$ cat src/rtl/seg_scan_controller.sv
// Four-digit common-anode seven-segment scan controller with per-slot blanking,
// a once-per-frame input snapshot, per-digit enables and leading-zero suppression.
module seg_scan_controller #(
    parameter int unsigned CLK_HZ       = 100_000_000,
    parameter int unsigned SCAN_HZ      = 1000,
    parameter int unsigned BLANK_CYCLES = 100
) (
    input  logic        clk,
    input  logic        rst,
    input  logic        en,
    input  logic [15:0] digits,
    input  logic [3:0]  dp_in,
    input  logic [3:0]  digit_en,
    input  logic        lz_suppress,
    output logic [3:0]  an,
    output logic [6:0]  seg,
    output logic        dp,
    output logic [1:0]  slot_idx,
    output logic        frame_tick
);

    localparam int unsigned SlotPeriod = CLK_HZ / SCAN_HZ;
    localparam int unsigned CntW       = (SlotPeriod > 1) ? $clog2(SlotPeriod) : 1;
    localparam logic [CntW-1:0] DriveLast = CntW'(SlotPeriod - BLANK_CYCLES - 1);
    localparam logic [CntW-1:0] SlotLast  = CntW'(SlotPeriod - 1);

    typedef enum logic [1:0] {StIdle, StDrive, StBlank} state_e;

    state_e            r_state, w_state_next;
    logic [CntW-1:0]   r_cnt;
    logic [1:0]        r_slot;
    logic              r_wrap;
    logic [15:0]       r_dig_snap;
    logic [3:0]        r_dp_snap;
    logic [3:0]        r_den_snap;
    logic              r_lz_snap;

    logic              w_first;
    logic [15:0]       w_dig;
    logic [3:0]        w_dps;
    logic [3:0]        w_den;
    logic              w_lz;
    logic [3:0]        w_nib;
    logic [3:0]        w_sup;
    logic              w_masked;
    logic [3:0]        w_an_d;
    logic [6:0]        w_seg_d;
    logic              w_dp_d;

    function automatic logic [6:0] hex_decode(input logic [3:0] nib);
        case (nib)
            4'h0:    hex_decode = 7'b1000000;
            4'h1:    hex_decode = 7'b1111001;
            4'h2:    hex_decode = 7'b0100100;
            4'h3:    hex_decode = 7'b0110000;
            4'h4:    hex_decode = 7'b0011001;
            4'h5:    hex_decode = 7'b0010010;
            4'h6:    hex_decode = 7'b0000010;
            4'h7:    hex_decode = 7'b1111000;
            4'h8:    hex_decode = 7'b0000000;
            4'h9:    hex_decode = 7'b0010000;
            4'hA:    hex_decode = 7'b0001000;
            4'hB:    hex_decode = 7'b0000011;
            4'hC:    hex_decode = 7'b1000110;
            4'hD:    hex_decode = 7'b0100001;
            4'hE:    hex_decode = 7'b0000110;
            default: hex_decode = 7'b0001110;
        endcase
    endfunction

    always_ff @(posedge clk) begin
        if (rst) r_state <= StIdle;
        else     r_state <= w_state_next;
    end

    always_comb begin
        w_state_next = r_state;
        unique case (r_state)
            StIdle:  if (en) w_state_next = StDrive;
            StDrive: if (r_cnt == DriveLast) w_state_next = StBlank;
            StBlank: if (r_cnt == SlotLast) w_state_next = StDrive;
            default: w_state_next = StIdle;
        endcase
        if (!en) w_state_next = StIdle;
    end

    // Slot timing: cnt spans the whole slot, DRIVE while cnt <= DriveLast.
    always_ff @(posedge clk) begin
        if (rst || !en || r_state == StIdle) begin
            r_cnt  <= '0;
            r_slot <= 2'd0;
            r_wrap <= 1'b0;
        end else if (r_cnt == SlotLast) begin
            r_cnt  <= '0;
            r_slot <= r_slot + 2'd1;
            r_wrap <= (r_slot == 2'd3);
        end else begin
            r_cnt  <= r_cnt + 1'b1;
            r_wrap <= 1'b0;
        end
    end

    // Outputs lag the slot state by one cycle, so the slot-0 entry cycle decodes
    // straight from the inputs being latched into the snapshot on that same edge.
    assign w_first = (r_state == StDrive) && (r_cnt == '0) && (r_slot == 2'd0);

    always_ff @(posedge clk) begin
        if (rst || !en || r_state == StIdle) begin
            r_dig_snap <= '0;
            r_dp_snap  <= '0;
            r_den_snap <= '0;
            r_lz_snap  <= 1'b0;
        end else if (w_first) begin
            r_dig_snap <= digits;
            r_dp_snap  <= dp_in;
            r_den_snap <= digit_en;
            r_lz_snap  <= lz_suppress;
        end
    end

    assign w_dig = w_first ? digits      : r_dig_snap;
    assign w_dps = w_first ? dp_in       : r_dp_snap;
    assign w_den = w_first ? digit_en    : r_den_snap;
    assign w_lz  = w_first ? lz_suppress : r_lz_snap;
    assign w_nib = w_dig[r_slot*4 +: 4];

    always_comb begin
        w_sup[3] = w_lz && (w_dig[15:12] == 4'h0);
        w_sup[2] = w_sup[3] && (w_dig[11:8] == 4'h0);
        w_sup[1] = w_sup[2] && (w_dig[7:4] == 4'h0);
        w_sup[0] = 1'b0;
    end

    assign w_masked = !w_den[r_slot] || w_sup[r_slot];

    always_comb begin
        w_an_d  = 4'hF;
        w_seg_d = seg;
        w_dp_d  = dp;
        unique case (r_state)
            StIdle: begin
                w_seg_d = 7'h7F;
                w_dp_d  = 1'b1;
            end
            StDrive: begin
                w_an_d  = w_masked ? 4'hF : ~(4'b0001 << r_slot);
                w_seg_d = w_masked ? 7'h7F : hex_decode(w_nib);
                w_dp_d  = ~w_dps[r_slot];
            end
            StBlank: ;
            default: ;
        endcase
    end

    always_ff @(posedge clk) begin
        if (rst || !en) begin
            an         <= 4'hF;
            seg        <= 7'h7F;
            dp         <= 1'b1;
            slot_idx   <= 2'd0;
            frame_tick <= 1'b0;
        end else begin
            an         <= w_an_d;
            seg        <= w_seg_d;
            dp         <= w_dp_d;
            slot_idx   <= r_slot;
            frame_tick <= r_wrap;
        end
    end

endmodule

$ cat config.mk
export PLATFORM = sky130hd
export DESIGN_NAME = seg_scan_controller
export DESIGN_NICKNAME = d
export VERILOG_FILES = /design/src/rtl/seg_scan_controller.sv
export SDC_FILE = /design/constraint.sdc
export NUM_CORES = 1
export LEC_CHECK = 0
export BUFFER_PORTS_ARGS = -buffer_cell sky130_fd_sc_hd__buf_2
export CAP_MARGIN = 40
export CORE_MARGIN = 2
export CORE_UTILIZATION = 50
export DETAILED_ROUTE_END_ITERATION = 10
export GPL_TIMING_DRIVEN = 0
export PLACE_DENSITY = 0.74
export SETUP_SLACK_MARGIN = 0.1
export SKIP_LAST_GASP = 1
export SLEW_MARGIN = 10
export SYNTH_ARGS = -nofsm -noshare
export SYNTH_HDL_FRONTEND = slang
export SYNTH_SLANG_ARGS = --single-unit
$ cat constraint.sdc
create_clock -name clk -period 2.9 [get_ports clk]
set_input_delay 0.145 -clock clk [delete_from_list [all_inputs] [get_ports clk]]
set_output_delay 0.145 -clock clk [all_outputs]
set_load 0.02 [all_outputs]
==> impl_metrics.csv <==
group,metric,value,unit
detailed_routing,via_count,2485,
flow_run,drv_cap,0,
timing,slew_headroom,0.575,
placement,numPortBuffers,42,
synthesis,synth-async-reset-ratio,0,
synthesis,ys_warn_count,0,
pwr,power.share.sequential,0.436,
worst_setup_path,required,3140,ps
synthesis,synth_top_area_frac,0.413,
min_path,hold_start,"digits[3]",
pwr,p_leak,1.53,nW
cts,cts.sinks,62,
final_layout,fin_area,0.00398,sq mm
synthesis,syn_nets,348,
worst_setup_path,cp_slowest_stage_delay,410,ps
timing,grt_setup_unrepaired,"true",
placement,place.gp.congestion,0.790,
detailed_routing,drt_iter0_markers,84,
placement,placed_area,0.00339,sq mm
cts,clock-root-buffer,"clkbuf_8",
detailed_routing,wl_per_cell,15.1,um
placement,place_ws,-310,ps
detailed_routing,firstDrtPassIters,4,
synthesis,synth_seq_area_share,0.413,
pwr,p_sw,0.433,mW
worst_setup_path,r2r_start,"r_cnt[13]",
worst_setup_path,cp_data_arrival_time,3140,ps
timing,slew_violations,0,
detailed_routing,viasPerCell,5.31,
detailed_routing,wirelength,7050,um
timing,worstMarginPinSlew,631,ps
die,fp.coreArea,0.00585,sq mm
outcome,status,"finished clean",
timing,whs,61.2,ps
die,start_util,0.513,
worst_setup_path,endpoint_kind,"flop",
timing,fin_crit_sh,0.999,
worst_setup_path,path_buf_inv,3,
timing,max_clock_freq,345,MHz
synthesis,synth_flop_cell,"dfxtp_1",
global_routing,grtUsageTotal,0.220,
worst_setup_path,r2r_setup_slack,4,ps
final_layout,fin_util,0.680,
cts,clkSlewWorstSetupHoldPaths,70,ps
die,row_count,28,
synthesis,syn_inst,308,
synthesis,synth_enable_flop_cells,0,
synthesis,synth.most_common_cell,"dfxtp_1",
timing,tns,0,ps
die,dieHeight,81.5,um
cts,numCtsBuffers,9,
worst_setup_path,cpLargestDelayFamily,"multiplexers",
cts,cts_max_level,3,
timing,fin_skew,12.4,ps
global_routing,grt_start_max_net_pins,12,
detailed_routing,drc_errors,0,
worst_setup_path,worst-path-max-fanout,6,
worst_setup_path,cp-start-kind,"flop",
cts,postCtsHoldBufs,0,
final_layout,final_nets,428,
final_layout,final_layout_size_suffix_gt1_frac,0.364,
timing,worst_slack,4.12,ps
min_path,hp-class,"input port to flop",
synthesis,yosys.area.top_type,"dfxtp_1",
cts,cts.path.max_buffers,2,
min_path,min_to,"r_dig_snap[3]",
pwr,p_per_area,495,mW/mm^2
timing,hold_violations,0,
final_layout,area_growth,32.4,%
pwr,vdd_drop_max,0.343,mV
worst_setup_path,ff2ff_path_depth,12,
worst_setup_path,crit_cells,12,
pwr,p_sw_frac,0.220,
worst_setup_path,critPathKind,"flop to flop",
synthesis,syn_area_per_cell,9.75,sq um
synthesis,yosysUniqueCellTypes,45,
detailed_routing,ant_nets,0,
pwr,clock_power_share,0.476,
timing,min_period,2900,ps
global_routing,antenna_found_initial,0,
global_routing,grt_pass1_wl,10900,um
worst_setup_path,reg2reg_to,"seg[6]",
synthesis,syn_area,0.00300,sq mm
synthesis,synth_commonest_cells,"dfxtp_1 (62), nor2_1 (59), mux2i_1 (41), nand2_1 (16), ha_1 (12)",
final_layout,nFillCells,435,
timing,setup_violations,0,
worst_setup_path,crit_start,"r_cnt[13]",
cts,cts_tree,"yes",
cts,clk_latency,350,ps
pwr,combPwrFrac,0.088,
synthesis,yosys_register_bits,62,
die,fp.dieArea,0.00664,sq mm
global_routing,grt_overflow,0,
min_path,hold_depth,3,
worst_setup_path,slowest_stage,"mux4_2",
worst_setup_path,path_cells,"nor4_4, nand2_2, nor3_4, buf_6, mux2i_2, mux4_2, inv_4, ha_4, buf_4, mux2i_1, o221ai_1, o21a_1",
die,pin_count,43,
placement,hpwl,4580,um
pwr,p_int,1.53,mW
global_routing,grt_pass1_vias,2281,
die,die_x,81.5,um
synthesis,synth.area.top_cells,"dfxtp_1 (41%), mux2i_1 (14%), nor2_1 (7.4%)",
final_layout,antenna_cells,0,
how the worst max path moves through the flow:
stage,slack [ps],end
2_1_floorplan,40,seg[3]
3_3_place_gp,-280,seg[6]
3_5_place_dp,-310,seg[6]
4_1_cts,70,seg[3]
5_1_grt,-100,seg[6]
6_report,4,seg[6]
power by group through the flow:
stage | sequential (mW) | combinational [mW] | clock (mW)
3_5_place_dp | 0.879 | 0.139 | 0
2_1_floorplan | 0.879 | 0.0954 | 0
3_3_place_gp | 0.879 | 0.136 | 0
6_report | 0.858 | 0.173 | 0.936
4_1_cts | 0.859 | 0.157 | 0.950
5_1_grt | 0.858 | 0.185 | 0.992
cell families (layout without fill, tap and decap cells):
family / count (synthesis) / in the layout / share of synthesized area
AND/OR/NAND/NOR: 117 / 117 / 0.187
AO/OA/AOI/OAI: 24 / 24 / 0.0591
adder cells (fa/ha/maj): 12 / 12 / 0.0500
XOR/XNOR: 15 / 15 / 0.0437
multiplexers: 52 / 52 / 0.209
buffers and inverters: 26 / 111 / 0.0383
flip-flops: 62 / 62 / 0.413
layout make-up:
class | instances | area [sq um] | area share
Buffer | 11 | 76.3 | 0.0192
Clock buffer | 10 | 138 | 0.0346
Clock inverter | 6 | 109 | 0.0274
Inverter | 13 | 71.3 | 0.0179
Multi-Input combinational cell | 220 | 1790 | 0.451
Sequential cell | 62 | 1260 | 0.316
Tap cell | 75 | 93.8 | 0.0236
Timing Repair Buffer | 71 | 439 | 0.110
worst reg2reg max path, delay by kind of cell, from the launching register on:
| kind | cells | cell delay [ps] |
|---|---|---|
| simple gates | 3 | 740 |
| flops | 1 | 370 |
| fa+ha+maj | 1 | 180 |
| compound gates | 2 | 280 |
| buf+inv | 3 | 410 |
| mux | 3 | 820 |
sequential cells by signal, indices dropped and copies added, names as in the netlist:
signal,cells
r_dp_snap,4
an,4
r_wrap,1
r_state,2
r_cnt,17
r_den_snap,4
frame_tick,1
seg,7
slot_idx,2
r_slot,2
r_dig_snap,16
r_lz_snap,1
dp,1
what timing repair did:
action / CTS / global route
buffers inserted: 19 / 9
pin swaps: 5 / 13
gates resized for setup: 21 / 27
setup endpoints to repair: 12 / 21
stage by stage:
stage          power, mW  instances
2_1_floorplan      0.974        308
3_3_place_gp        1.01        425
3_5_place_dp        1.02        426
4_1_cts             1.97        460
5_1_grt             2.04        468
6_report            1.97        468
per-layer routing:
metal / track usage / wire length (um) / vias to the layer above
met1: 0.283 / 3290 / 1189
met4: 0.0915 / 116 / 0
li1: - / - / 1226
met3: 0.0429 / 229 / 13
met5: 0 / 0 / -
met2: 0.361 / 3410 / 57
layout by cell type (no fill, tap or decap), drive strengths merged, types with 10 or more instances in the layout:
master / netlist / final
dfxtp: 62 / 62
buf: 5 / 75
nand3: 10 / 10
ha: 12 / 12
inv: 12 / 12
mux2i: 42 / 42
clkbuf: 8 / 16
nor2: 59 / 59
nand2: 16 / 16
Note: power is estimated with default switching activity, not from simulation.
